===== src/rtl/fetch_unit_if.sv =====
// Fetch-stage bus: instruction-memory port, fetch->decode handshake and decode's redirect request.
// master = fetch_unit side, slave = memory/decode side.
interface fetch_unit_if #(
    parameter int IM_AW = 12
);
    // Handshake: if_valid/if_inst/if_pc are driven by fetch and held stable while
    // if_valid & ~id_ready; an instruction transfers on a rising edge where
    // if_valid & id_ready, and npc_sel/imm16/imm26/jr_target are sampled only then.
    logic [IM_AW-1:0] im_addr;
    logic [31:0]      im_dout;
    logic             if_valid;
    logic             id_ready;
    logic [31:0]      if_inst;
    logic [31:0]      if_pc;
    logic [1:0]       npc_sel;
    logic [15:0]      imm16;
    logic [25:0]      imm26;
    logic [31:0]      jr_target;
    logic             exc;
    logic [31:0]      exc_pc;

    modport master (
        output im_addr,
        input  im_dout,
        output if_valid,
        input  id_ready,
        output if_inst,
        output if_pc,
        input  npc_sel,
        input  imm16,
        input  imm26,
        input  jr_target,
        output exc,
        output exc_pc
    );

    modport slave (
        input  im_addr,
        output im_dout,
        input  if_valid,
        output id_ready,
        input  if_inst,
        input  if_pc,
        output npc_sel,
        output imm16,
        output imm26,
        output jr_target,
        input  exc,
        input  exc_pc
    );
endinterface


===== src/rtl/fetch_unit.sv =====
// MIPS instruction-fetch stage: PC, imem addressing, capture register and next-PC selection.
// Optional macro FETCH_TRACE_EN adds a simulation-only trace of captured words and fault entry.
module fetch_unit #(
    parameter logic [31:0] RESET_PC = 32'h0000_3000,
    parameter int          IM_AW    = 12
) (
    input  logic          clk,
    input  logic          rst,
    fetch_unit_if.master  bus,
    output logic [1:0]    dbg_state
);

    typedef enum logic [1:0] {
        IDLE  = 2'd0,
        RUN   = 2'd1,
        FAULT = 2'd2
    } state_t;

    state_t      state;
    logic [31:0] pc_q;
    logic        valid_q;
    logic [31:0] inst_q;
    logic [31:0] ipc_q;
    logic        exc_q;
    logic [31:0] exc_pc_q;

    logic        accept;
    logic        load;
    logic        redirect;
    logic        jr_bad;
    logic [31:0] if_pc_plus4;
    logic [31:0] br_off;
    logic [31:0] target;

    assign bus.im_addr  = pc_q[IM_AW+1:2];
    assign bus.if_valid = valid_q;
    assign bus.if_inst  = inst_q;
    assign bus.if_pc    = ipc_q;
    assign bus.exc      = exc_q;
    assign bus.exc_pc   = exc_pc_q;
    assign dbg_state    = state;

    always_comb begin
        accept      = valid_q & bus.id_ready;
        load        = (state == RUN) & (~valid_q | bus.id_ready);
        redirect    = (state == RUN) & accept & (bus.npc_sel != 2'b00);
        if_pc_plus4 = ipc_q + 32'd4;
        br_off      = {{14{bus.imm16[15]}}, bus.imm16, 2'b00};
        target      = pc_q + 32'd4;
        unique case (bus.npc_sel)
            2'b01:   target = if_pc_plus4 + br_off;
            2'b10:   target = {if_pc_plus4[31:28], bus.imm26, 2'b00};
            2'b11:   target = bus.jr_target;
            default: target = pc_q + 32'd4;
        endcase
        jr_bad = (bus.npc_sel == 2'b11) & (bus.jr_target[1:0] != 2'b00);
    end

    always_ff @(posedge clk) begin
        if (!rst) begin
            state    <= IDLE;
            pc_q     <= RESET_PC;
            valid_q  <= 1'b0;
            inst_q   <= 32'd0;
            ipc_q    <= 32'd0;
            exc_q    <= 1'b0;
            exc_pc_q <= 32'd0;
        end else begin
            unique case (state)
                IDLE: begin
                    state <= RUN;
                end
                RUN: begin
                    // Redirect beats load: the word on im_dout this cycle is wrong-path.
                    if (redirect) begin
                        valid_q <= 1'b0;
                        if (jr_bad) begin
                            state    <= FAULT;
                            exc_q    <= 1'b1;
                            exc_pc_q <= ipc_q;
                        end else begin
                            pc_q <= target;
                        end
                    end else if (load) begin
                        inst_q  <= bus.im_dout;
                        ipc_q   <= pc_q;
                        valid_q <= 1'b1;
                        pc_q    <= pc_q + 32'd4;
                    end
                end
                FAULT: begin
                    valid_q <= 1'b0;
                end
                default: begin
                    state <= IDLE;
                end
            endcase
        end
    end

`ifdef FETCH_TRACE_EN
    always_ff @(posedge clk) begin
        if (rst && load && !redirect)
            $display("fetch pc=%08X inst=%08X", pc_q, bus.im_dout);
        if (rst && redirect && jr_bad)
            $display("fetch fault pc=%08X tgt=%08X", ipc_q, bus.jr_target);
    end
`else
    // Trace disabled: no simulation output.
`endif

endmodule

===== src/flat_wrapper.sv =====
// flat-port wrapper written by rule: the top's interface ports become plain ports
module fetch_unit_flat 
#(
    parameter logic [31:0] RESET_PC = 32'h0000_3000,
    parameter int          IM_AW    = 12
)
  (clk, rst, dbg_state, bus_im_addr, bus_im_dout, bus_if_valid, bus_id_ready, bus_if_inst, bus_if_pc, bus_npc_sel, bus_imm16, bus_imm26, bus_jr_target, bus_exc, bus_exc_pc);
  fetch_unit_if #(.IM_AW(IM_AW)) bus_i ();
  input  logic clk;
  input  logic rst;
  output logic [1:0] dbg_state;
  output wire logic [$bits(bus_i.im_addr)-1:0] bus_im_addr;
  input wire logic [$bits(bus_i.im_dout)-1:0] bus_im_dout;
  output wire logic [$bits(bus_i.if_valid)-1:0] bus_if_valid;
  input wire logic [$bits(bus_i.id_ready)-1:0] bus_id_ready;
  output wire logic [$bits(bus_i.if_inst)-1:0] bus_if_inst;
  output wire logic [$bits(bus_i.if_pc)-1:0] bus_if_pc;
  input wire logic [$bits(bus_i.npc_sel)-1:0] bus_npc_sel;
  input wire logic [$bits(bus_i.imm16)-1:0] bus_imm16;
  input wire logic [$bits(bus_i.imm26)-1:0] bus_imm26;
  input wire logic [$bits(bus_i.jr_target)-1:0] bus_jr_target;
  output wire logic [$bits(bus_i.exc)-1:0] bus_exc;
  output wire logic [$bits(bus_i.exc_pc)-1:0] bus_exc_pc;
  assign bus_im_addr = bus_i.im_addr;
  assign bus_i.im_dout = bus_im_dout;
  assign bus_if_valid = bus_i.if_valid;
  assign bus_i.id_ready = bus_id_ready;
  assign bus_if_inst = bus_i.if_inst;
  assign bus_if_pc = bus_i.if_pc;
  assign bus_i.npc_sel = bus_npc_sel;
  assign bus_i.imm16 = bus_imm16;
  assign bus_i.imm26 = bus_imm26;
  assign bus_i.jr_target = bus_jr_target;
  assign bus_exc = bus_i.exc;
  assign bus_exc_pc = bus_i.exc_pc;
  fetch_unit #(.RESET_PC(RESET_PC), .IM_AW(IM_AW)) u_core (.clk(clk), .rst(rst), .bus(bus_i), .dbg_state(dbg_state));
endmodule

===== config.mk =====
export PLATFORM = sky130hd
export DESIGN_NAME = fetch_unit_flat
export DESIGN_NICKNAME = d
export VERILOG_FILES = /design/src/rtl/fetch_unit_if.sv /design/src/rtl/fetch_unit.sv /design/src/flat_wrapper.sv
export SDC_FILE = /design/constraint.sdc
export NUM_CORES = 1
export LEC_CHECK = 0
export BUFFER_PORTS_ARGS = -buffer_cell sky130_fd_sc_hd__buf_4
export CAP_MARGIN = 25
export CORE_ASPECT_RATIO = 1.2
export CORE_MARGIN = 2
export CORE_UTILIZATION = 54
export CTS_CLUSTER_DIAMETER = 200
export CTS_CLUSTER_SIZE = 28
export DETAILED_ROUTE_END_ITERATION = 7
export HOLD_SLACK_MARGIN = 0.1
export PLACE_DENSITY = 0.82
export SYNTH_ARGS = -nofsm -noshare
export SYNTH_HDL_FRONTEND = slang
export SYNTH_SLANG_ARGS = --single-unit
export TNS_END_PERCENT = 30

===== constraint.sdc =====
create_clock -name clk -period 4 [get_ports clk]
set_input_delay 0.2 -clock clk [delete_from_list [all_inputs] [get_ports clk]]
set_output_delay 0.2 -clock clk [all_outputs]
set_load 0.01 [all_outputs]

==> After elaboration in Yosys (flattened, before gate mapping) <==
Cells that the tools add are included.
{ "totals": {"word_cells": 48, "input_bits": 111, "regBits": 132, "output_inout_bits": 112} }
{ "op_classes": {"n_bitwise": 9, "n_reduce_logical": 10, "n_eq_ne": 9, "mux": 10, "add_sub_neg": 3} }
{ "ops": {"columns": ["cell", "count"], "rows": [
  ["$mux 32", 3],
  ["$pmux 32 s3", 1],
  ["$add 32x3->32 const B", 2],
  ["$add 32x32->32", 1],
  ["$reduce_and 3->1", 4],
  ["$reduce_bool 2->1", 4],
  ["$eq 2x2->1 const B", 3],
  ["$pmux 2 s3", 1],
  ["$and 1x1->1", 5],
  ["$eq 2x1->1 const B", 2],
  ["$mux 2", 2],
  ["$ne 2x1->1 const B", 2],
  ["$ne 3x1->1 const B", 1],
  ["$not 1->1", 3],
  ["$logic_not 2->1", 1],
  ["$mux 1", 2],
  ["$ne 2x2->1 const B", 1],
  ["$pmux 1 s2", 1],
  ["$reduce_and 2->1", 1],
  ["$or 1x1->1", 1]
]} }

==> Longest topological paths before layout <==
Gate-level depths: netlist of the first run.
{ "depth": {"word_depth": 6, "mapped_depth": 17, "mapped_depth_nobuf": 15} }

==> Least setup slack after synthesis of the first run <==
Ideal clock, no wire load.
{ "synth_path": {"path_kind": "register -> register", "start": "register u_core.ipc_q[5], in the netlist u_core.bus.if_pc[5]", "end": "register u_core.pc_q[31]", "n_path_buf": 1, "path_slack_ps": 673, "period_less_slack_ps": 3327, "t_required_ps": 3869, "path_stages_with_launch": 15, "setup_time_ps": 131, "arrival_time_ps": 3196, "path_cell_list": "dfxtp_1 -> buf_4 -> nand4_1 -> nor4_4 -> nand4_2 -> nor3_2 -> xor2_1 -> ha_1 -> nand2_1 -> or3_1 -> or2_2 -> o221ai_2 -> xnor2_1 -> a221oi_2 -> nor3_1"} }
{ "synth_via": {"elab_chain_cells": 5} }
{ "synth_lines": {"columns": ["item", "line_no", "source"], "rows": [
  ["from (decl)", "fetch_unit.sv:23", "logic [31:0] ipc_q;"],
  ["from (signal assigned)", "fetch_unit.sv:86", "ipc_q <= pc_q;"],
  ["$add 32x3->32 (*)", "fetch_unit.sv:47", "if_pc_plus4 = ipc_q + 32'd4;"],
  ["$add 32x32->32", "fetch_unit.sv:51", "2'b01: target = if_pc_plus4 + br_off;"],
  ["$pmux 32 s3 (*)", "fetch_unit.sv:50", "unique case (bus.npc_sel)"],
  ["$mux 32 (*)", "fetch_unit.sv:77", "if (jr_bad) begin"],
  ["$mux 32 (*)", "fetch_unit.sv:75", "if (redirect) begin"],
  ["to (signal assigned)", "fetch_unit.sv:82", "pc_q <= target;"],
  ["to (signal assigned)", "fetch_unit.sv:88", "pc_q <= pc_q + 32'd4;"],
  ["to (decl)", "fetch_unit.sv:20", "logic [31:0] pc_q;"]
]} }
Every way passes the cells marked *; elsewhere a longest branch is shown, timed or not. The select of a mux whose other input is x is not followed.
A chain may end at the register's enable or synchronous reset.

==> Worst setup path after layout of the first run <==
{ "layout_path": {"start": "register u_core.ipc_q[5], in the netlist u_core.bus.if_pc[5]", "end": "register u_core.pc_q[12]"} }
{ "layout_via": {"elab_chain_cells": 5} }
{ "layout_lines": {"columns": ["item", "line_no"], "rows": [
  ["$add 32x3->32", "fetch_unit.sv:47"],
  ["$add 32x32->32", "fetch_unit.sv:51"],
  ["$pmux 32 s3", "fetch_unit.sv:50"],
  ["$mux 32", "fetch_unit.sv:77"],
  ["$mux 32", "fetch_unit.sv:75"]
]} }
No other way between the ends. The select of a mux whose other input is x is not followed.

==> impl.org, run 1 <==
** Outcome
- The run finished with clean final reports.

** Worst setup path
- The worst setup path is of the flop to flop kind.
- Startpoint Class :: flop
- Reg-to-reg slack, setup :: 0.27 ns
- Traced cell by cell, the critical path runs through nand4_1 > buf_4 > nor2_2 > nand2_1 > xnor2_1 > ha_1 > a21o_1 > or3_1 > o21ai_2 > o21ai_1 > xnor2_1 > o21ai_1 > a221oi_1 > o21ai_1 > dlygate4sd3_1.
- Count of cells along the worst register-to-register path :: 15
- The worst register-to-register path ends at u_core.pc_q[12].
- Cell repeated most along the worst path :: o21ai_1
- Required time of the critical path :: approximately 4.3 ns
- Arrival time at the worst endpoint :: approximately 4 ns
- Critical Path Fanout Max :: 8
- The largest individual stage delay along the critical path comes from the cell dlygate4sd3_1.
- In this run the critical register-to-register path is launched from u_core.bus.if_pc[5].
- On the worst path, the slowest cell contributes a delay of approximately 0.56 ns.
- The worst setup path is captured at a flop.

** Power
- Power density relative to cell area :: roughly 330 nW/um^2
- Leakage :: 4.510 nW
- The worst-case IR drop observed on VDD is 0.2767 mV.

** Timing
- Final setup viols :: 0
- Max_slew headroom :: 0.2757
- Clock skew on the completed layout was measured at approximately 0.0078 ns.
- Number of max-slew violations in the final report :: 0
- Setup repair after global routing left no endpoint under its margin.
- Max Freq :: 0.2679 GHz
- Final TNS setup :: 0 ns
- The final number of hold-violating endpoints was 0.
- Setup slack of the critical path after layout :: around 0.27 ns
- Of the available clock period, the critical path in the final layout requires 0.9333.
- For the pin with the worst max-slew slack, the measured transition is about 1.1 ns.
- For the finished layout, the period the worst path requires is around 3.7 ns.

** Logic synthesis
- Dominant cell type by area after synthesis :: dfxtp_1
- Fraction of synthesized area in multiplexers :: 0.01938
- Share of synthesized flip-flops with an asynchronous set or reset :: 0
- Complex-gate fraction of the synthesized area :: 0.2391
- Adder-Cell Fraction of Synth Area :: 0.06101
- Xor/xnor cell area share of the yosys netlist :: 0.05259
- The synthesized design contains between 100 and 150 register bits.
- Total standard cell area after synthesis :: approximately 8300 sq um
- Primary flip-flop cell chosen by synthesis mapping :: dfxtp_1
- The share of the Yosys chip area taken by registers is 0.3174.
- After synthesis, the largest family of logic cells by area is simple AND/OR/NAND/NOR gates.
- Most used standard cell by instance count after synthesis :: nand2_1
- Syn. warnings :: 0
- Synth top area share :: 0.3174
- Largest cells by area after synthesis :: dfxtp_1 32%, nand2_1 12%, a21oi_1 9.6%, ha_1 5.9%, xnor2_1 3.4%
- Yosys mapped a number of flops with a built-in enable equal to 0.
- In this run the mean area of a mapped cell was around 7.3 sq um.
- After synthesis, the most frequently instantiated cells are 264 x nand2_1, 159 x a21oi_1, 132 x dfxtp_1.
- Unique cell type count in the Yosys netlist :: slightly above 70
- Synthesized-area fraction occupied by and/or/nand/nor cells :: 0.2539
- The number of nets handed over by synthesis was between 1,000 and 1,500.
- Synthesis produced a netlist whose cell count is ~1,100.

** Global route
- Across every metal layer, demand over resource in global routing totals 0.3524.
- Vias in the first global route :: 8,957
- For this run the aggregate overflow at the end of global routing stands at 0.
- Antenna violations before repair :: 0
- Entering global routing, the biggest net connects 62 pins.
- The first global-routing pass estimated 46,400 um of wire.

** Clock tree
- Worst-skew pair later-pin latency :: about 0.43 ns
- CTS tree :: yes
- Root Buffer Master :: clkbuf_16
- CTS Buf Count :: 17
- In this run the deepest clock path goes through 2 buffers.
- CTS built an H-tree with a depth of 4.
- After clock tree synthesis, the clock-pin slew on the worst setup and hold paths is about 0.06 ns.
- Clock Sink Count :: roughly 130

** Layout
- Register area :: 2644 sq um
- For this run, the post-layout net count is about 1,500.
- Finished layout cell area :: roughly 11,000 sq um
- The repair_antennas step left the layout with diodes totalling 0.
- Multi-input gate area :: between 5000 and 6000 sq um
- Compared with the post-synthesis result, the final layout area differs by 31.93%.
- Final core area utilization :: 0.7314
- Counting the fill cells in the layout gives around 1,200.
- Ratio of cells with drive above 1 in the final layout :: 0.2229

** Min path
- Worst hold path class :: primary input to flop
- Origin of the worst min-delay path :: bus_imm26[15]
- The worst hold path terminates at u_core.pc_q[17].
- Along the worst hold path, the cell count comes to 3.

** Drt
- Count of TritonRoute iterations in the first routing pass :: 6
- Dividing the detail-routed wire length by the instance count gives between 15 and 20 um.
- The routed design has 29,380 um of wire.
- Total via count in the routed design :: about 9,400
- Routed Antenna Nets :: 0
- First-iteration detailed-routing DRC count :: 823
- In the routed layout, each cell is associated on average with a via count of 5.999.
- For this run, design rule violations remaining after detail routing come to 0.

** Die
- Initial cell density of the core :: 0.5544
- Row Count :: 49
- Die width :: around 120 um
- CORE AREA :: 15,020 sq um
- The die is between 100 and 150 um tall.
- The die covers 16,430 sq um.
- around 220 I/O pins were placed.

** Place
- At the placement stage, the worst setup path has a slack of ~0.38 ns.
- In this run the tool buffered the top-level ports with around 220 buffer cells.
- GP Congestion :: about 1
- After detailed placement, the total cell area comes to roughly 10,000 sq um.
- Detailed-placement wirelength estimate :: around 21,000 um

** Flow run
- Count of max-cap constraint violations :: 0
critical path: cells and delay by family (launching register included):
kind	cells	cell delay (ns)
buffers and inverters	2	0.74
adder cells (fa/ha/maj)	1	0.35
flip-flops	1	0.47
XOR/XNOR	2	0.30
AO/OA/AOI/OAI	6	1.05
AND/OR/NAND/NOR	4	0.72
flip-flops by register name (all words and copies together), names as in the netlist:
| name | cells |
|---|---|
| u_core.bus.if_inst | 32 |
| u_core.bus.exc | 1 |
| u_core.bus.exc_pc | 32 |
| u_core.dbg_state | 2 |
| u_core.bus.if_valid | 1 |
| u_core.pc_q | 32 |
| u_core.bus.if_pc | 32 |
what timing repair did:
action / in CTS / in global routing
endpoints found under the setup margin: 0 / 2
hold buffers: 36 / 0
gates resized for setup: 0 / 3
setup buffers: 0 / 1
endpoints found under the hold margin: 35 / 0
worst max-delay path by stage:
| stage | start | endpoint | slack, ns | cells after the start |
|---|---|---|---|---|
| after floorplan | u_core.bus.if_pc[5] | u_core.pc_q[31] | 0.67 | 14 |
| after global placement | u_core.bus.if_pc[5] | u_core.pc_q[20] | 0.42 | 13 |
| final | u_core.bus.if_pc[5] | u_core.pc_q[12] | 0.27 | 15 |
| after global routing | u_core.bus.if_pc[5] | u_core.pc_q[30] | 0.06 | 15 |
| after detailed placement | u_core.bus.if_pc[5] | u_core.pc_q[22] | 0.38 | 13 |
| after CTS | u_core.bus.if_pc[5] | u_core.pc_q[12] | 0.11 | 14 |
where the power goes:
| part | total, mW | switching, mW | leakage, nW | internal, mW |
|---|---|---|---|---|
| combinational | 0.625 | 0.362 | 3.15 | 0.263 |
| sequential | 1.39 | 0.0350 | 1.07 | 1.36 |
| clock | 1.60 | 0.670 | 0.289 | 0.934 |
cell usage in the layout, fill, tap and decap left out, drive strengths merged, types with 6 or more instances in the layout:
cell type	Yosys	routed
xnor2	32	32
dfxtp	132	132
nor4	6	6
nand4	22	22
o31ai	7	7
a31oi	6	6
inv	25	30
a21oi	159	159
nand3	50	50
a211oi	12	12
or3	7	7
nor2	56	56
xor2	18	18
dlygate4sd3	0	36
o21a	7	7
o211ai	6	6
o21ai	60	60
nand2	264	264
a221oi	12	12
ha	39	39
a21o	9	9
nor3	22	22
clkinv	0	6
clkbuf	45	17
mux2	9	9
buf	37	240
and3	14	14
mux2i	6	6
o21bai	9	9
o221ai	7	7
per-layer routing:
metal	vias up	wire, um	track usage
li1	4433	-	-
met2	519	14130	0.6125
met3	125	2182	0.06107
met1	4329	11090	0.3989
met5	-	0	0
met4	0	1978	0.2289
area by class of cell:
type                            count  area share
Clock buffer                       17     0.03872
Sequential cell                   132      0.2407
Clock inverter                     14     0.01538
Tap cell                          204     0.02323
Timing Repair Buffer              276      0.1968
Inverter                           25    0.008656
Multi-Input combinational cell    900      0.4765
cell families after synthesis:
kind of cell	Yosys count
xor+xnor	50
buf+inv	107
mux	15
simple gates	468
fa+ha+maj	40
flops	132
compound gates	327
metrics by stage:
step,std cells,hold slack (ns),power (mW)
2_1_floorplan,1139,0.3360,1.748
3_3_place_gp,1500,0.4413,1.990
3_5_place_dp,1500,0.4469,1.998
4_1_cts,1567,0.1117,3.611
5_1_grt,1568,0.1235,3.736
6_report,1568,0.1233,3.622
Power figures use the tool's default switching activity.
==> inputs of run 2 (changes only) <==
Settings changed: CORE_MARGIN 2 to 3.
==> run 2 against run 1 <==
  * Worst setup slack got worse by 0.039 ns
  * Fmax shrank 1.0%
  * Hold slack worse by 0.0084 ns
  * Register-to-register slack worse by 0.04 ns
  * Die area is 3.2% higher
  * Via count grew 0.33%
  * Largest cell class unchanged
==> impl.org, run 2 (same netlist as run 1, synthesis figures left out) <==
** Layout
- The total of fill cells in the finished design came to 1,203 (was 1,213).
- Most common library cell in the layout ignoring fill and taps :: nand2_1 (unchanged)
- The antenna diode count came to 0 (unchanged).
- Final core area utilization :: 0.7303 (was 0.7314)
- The layout-stage area growth over the synthesis result is 31.74% (was 31.93%).
- The register area was 2646 sq um (was 2644 sq um).
- Layout net count :: 1,503 (unchanged)
- Ratio of cells with drive above 1 in the final layout :: 0.2242 (was 0.2229)
- The area of the multi-input gates is 5244 sq um (was 5235 sq um).
- Commonest cells after routing, fill and taps aside: 263 x nand2_1, 239 x buf_4, 159 x a21oi_1 (was 263 x nand2_1, 240 x buf_4, 159 x a21oi_1).

** Drt
- DR WL/cell :: 19.58 um (was 18.73 um)
- Number of vias per cell :: 6.015 (was 5.999)
- The total number of vias was 9,437 (was 9,406).
- The post-route DRC violation count was 0 (unchanged).
- Count of TritonRoute iterations in the first routing pass :: 5 (was 6)
- Routed Antenna Nets :: 0 (unchanged)
- The number of DRC violations after detailed-routing iteration 0 came to 870 (was 823).
- The final routed wirelength across all metal layers is 30,720 um (was 29,380 um).

** Clock tree
- Clock Sink Count :: 132 (unchanged)
- The maximum number of buffers from clock root to sink was 2 (unchanged).
- Worst-skew pair later-pin latency :: 0.43 ns (about the same)
- The number of post-CTS setup repair buffers is 0 (unchanged).
- # H-tree levels :: 4 (unchanged)
- Root Buffer Master :: clkbuf_16 (unchanged)
- The clock transition at the registers of the reported paths was 0.06 ns (about the same).
- The TritonCTS clock tree was yes (unchanged).
- The total clock buffers created by CTS is 17 (unchanged).

** Die
- The die width is 119.4 um (was 117.4 um).
- The height of the chip came to 142.0 um (was 140.0 um).
- The die footprint came to 16,950 sq um (was 16,430 sq um).
- The core outline area was 15,020 sq um (unchanged).
- Initial cell density of the core :: 0.5544 (unchanged)
- The number of core rows was 49 (unchanged).
- Count of boundary I/O pins :: 223 (unchanged)

** Power
- The worst supply voltage drop on vdd is 0.2771 mV (was 0.2767 mV).
- Leakage :: 4.524 nW (was 4.510 nW)
- Power density relative to cell area :: 322.7 nW/um^2 (was 329.7 nW/um^2)

** Outcome
- Result of the run: complete, no violations (unchanged).

** Timing
- The final period utilization came to 0.9431 (was 0.9333).
- The transition at the pin with the smallest max-transition slack was 1.117 ns (was 1.084 ns).
- The final critical path time including I/O delays and setup came to 3.772 ns (was 3.733 ns).
- Setup slack of the critical path after layout :: 0.2275 ns (was 0.2667 ns)
- The clock skew is 0.01072 ns (was 0.007809 ns).
- Max_slew headroom :: 0.2536 (was 0.2757)
- Final setup viols :: 0 (unchanged)
- The sum of negative setup slack is 0 ns (unchanged).
- RSZ-0062 raised after global routing: false (unchanged).
- Number of max-slew violations in the final report :: 0 (unchanged)
- Max Freq :: 0.2651 GHz (was 0.2679 GHz)
- The final number of hold-violating endpoints is 0 (unchanged).

** Global route
- Antenna violations before repair :: 0 (unchanged)
- Aggregate global routing overflow :: 0 (unchanged)
- Vias in the first global route :: 9,072 (was 8,957)
- Maximum number of pins on one net before global-route repair :: 59 (was 62)
- First-pass GRT wire length :: 48,320 um (was 46,400 um)
- Total routing resource utilization after global routing :: 0.3557 (was 0.3524)

** Worst setup path
- Required time of the critical path :: 4.32 ns (about the same)
- Type of element capturing the critical path :: flop (unchanged)
- The largest fanout of any net on the critical path is 6 (was 8).
- Startpoint Class :: flop (unchanged)
- Arrival time at the worst endpoint :: 4.09 ns (was 4.05 ns)
- The classification of the worst setup path is flop to flop (unchanged).

** Place
- The number of buffers added on ports was 222 (unchanged).
- The worst setup slack before clock tree synthesis was 0.2222 ns (was 0.3824 ns).
- GP Congestion :: 0.9797 (was 0.9850)
- Detailed-placement wirelength estimate :: 21,800 um (was 20,840 um)

** Flow run
- Count of max-cap constraint violations :: 0 (unchanged)

** Min path
- The class of the tightest hold or removal check was primary input to flop (unchanged).
-- run 2: changes by cell type in the layout (fill, tap and decap cells not counted), sizes merged --
| cell | change |
|---|---|
| clkinvlp | +1 |
| clkbuf | +2 |
| bufinv | -1 |
| clkinv | -1 |
-- run 2: cell type report --
type / instances / area share
multi-input combinational: 900 / 0.4780
sequential: 132 / 0.2412
timing repair buffer: 276 / 0.1982
clock buffer: 19 / 0.03947
tap: 204 / 0.02327
clock inverter: 13 / 0.01106
inverter: 25 / 0.008669
-- run 2: power breakdown --
group          switching, mW  total (mW)  internal [mW]  leakage, nW
Sequential            0.0354        1.39           1.36         1.07
Combinational          0.371       0.639          0.268         3.19
Clock                  0.645        1.51          0.863        0.269
-- run 2: worst max-delay path: stages, from the launching register on --
cell and delay [ns]:
dfxtp_1 0.40, buf_4 0.18, ha_1 0.18, nand2_1 0.19, nor2_2 0.28, nand2_1 0.11
xnor2_1 0.15, ha_1 0.42, o21ai_0 0.16, o21a_1 0.23, o311a_1 0.35, a31o_2 0.32
a21oi_1 0.21, xor2_1 0.13, a221oi_2 0.31, nor2_2 0.05
-- run 2: path summary, 6_finish.rpt --
path                          from                    end  slack [ns]  cells after the start
min                            rst        u_core.pc_q[13]        0.11                      2
max reg2reg    u_core.bus.if_pc[3]        u_core.pc_q[29]        0.23                     15
max            u_core.bus.if_pc[3]        u_core.pc_q[29]        0.23                     15
min reg2reg  u_core.bus.exc_pc[23]  u_core.bus.exc_pc[23]        0.45                      2
-- run 2: what timing repair did --
item | CTS | global route
endpoints found under the setup margin | 0 | 4
resized for setup | 0 | 7
hold buffers | 36 | 0
endpoints found under the hold margin | 36 | 0
-- run 2: per-layer routing --
layer / global-route usage / wire [um]
met5: 0 / 0
met3: 0.06958 / 2345
met4: 0.1743 / 1474
met2: 0.6243 / 15230
met1: 0.4160 / 11670
-- run 2: stage by stage --
step | power, mW | instances | hold slack, ns | cell area, sq um
2_1_floorplan | 1.748 | 1139 | 0.3360 | 8327
3_3_place_gp | 2.004 | 1501 | 0.4418 | 10040
3_5_place_dp | 2.010 | 1501 | 0.4466 | 10040
4_1_cts | 3.525 | 1569 | 0.1036 | 10950
5_1_grt | 3.658 | 1569 | 0.1162 | 10970
6_report | 3.540 | 1569 | 0.1148 | 10970
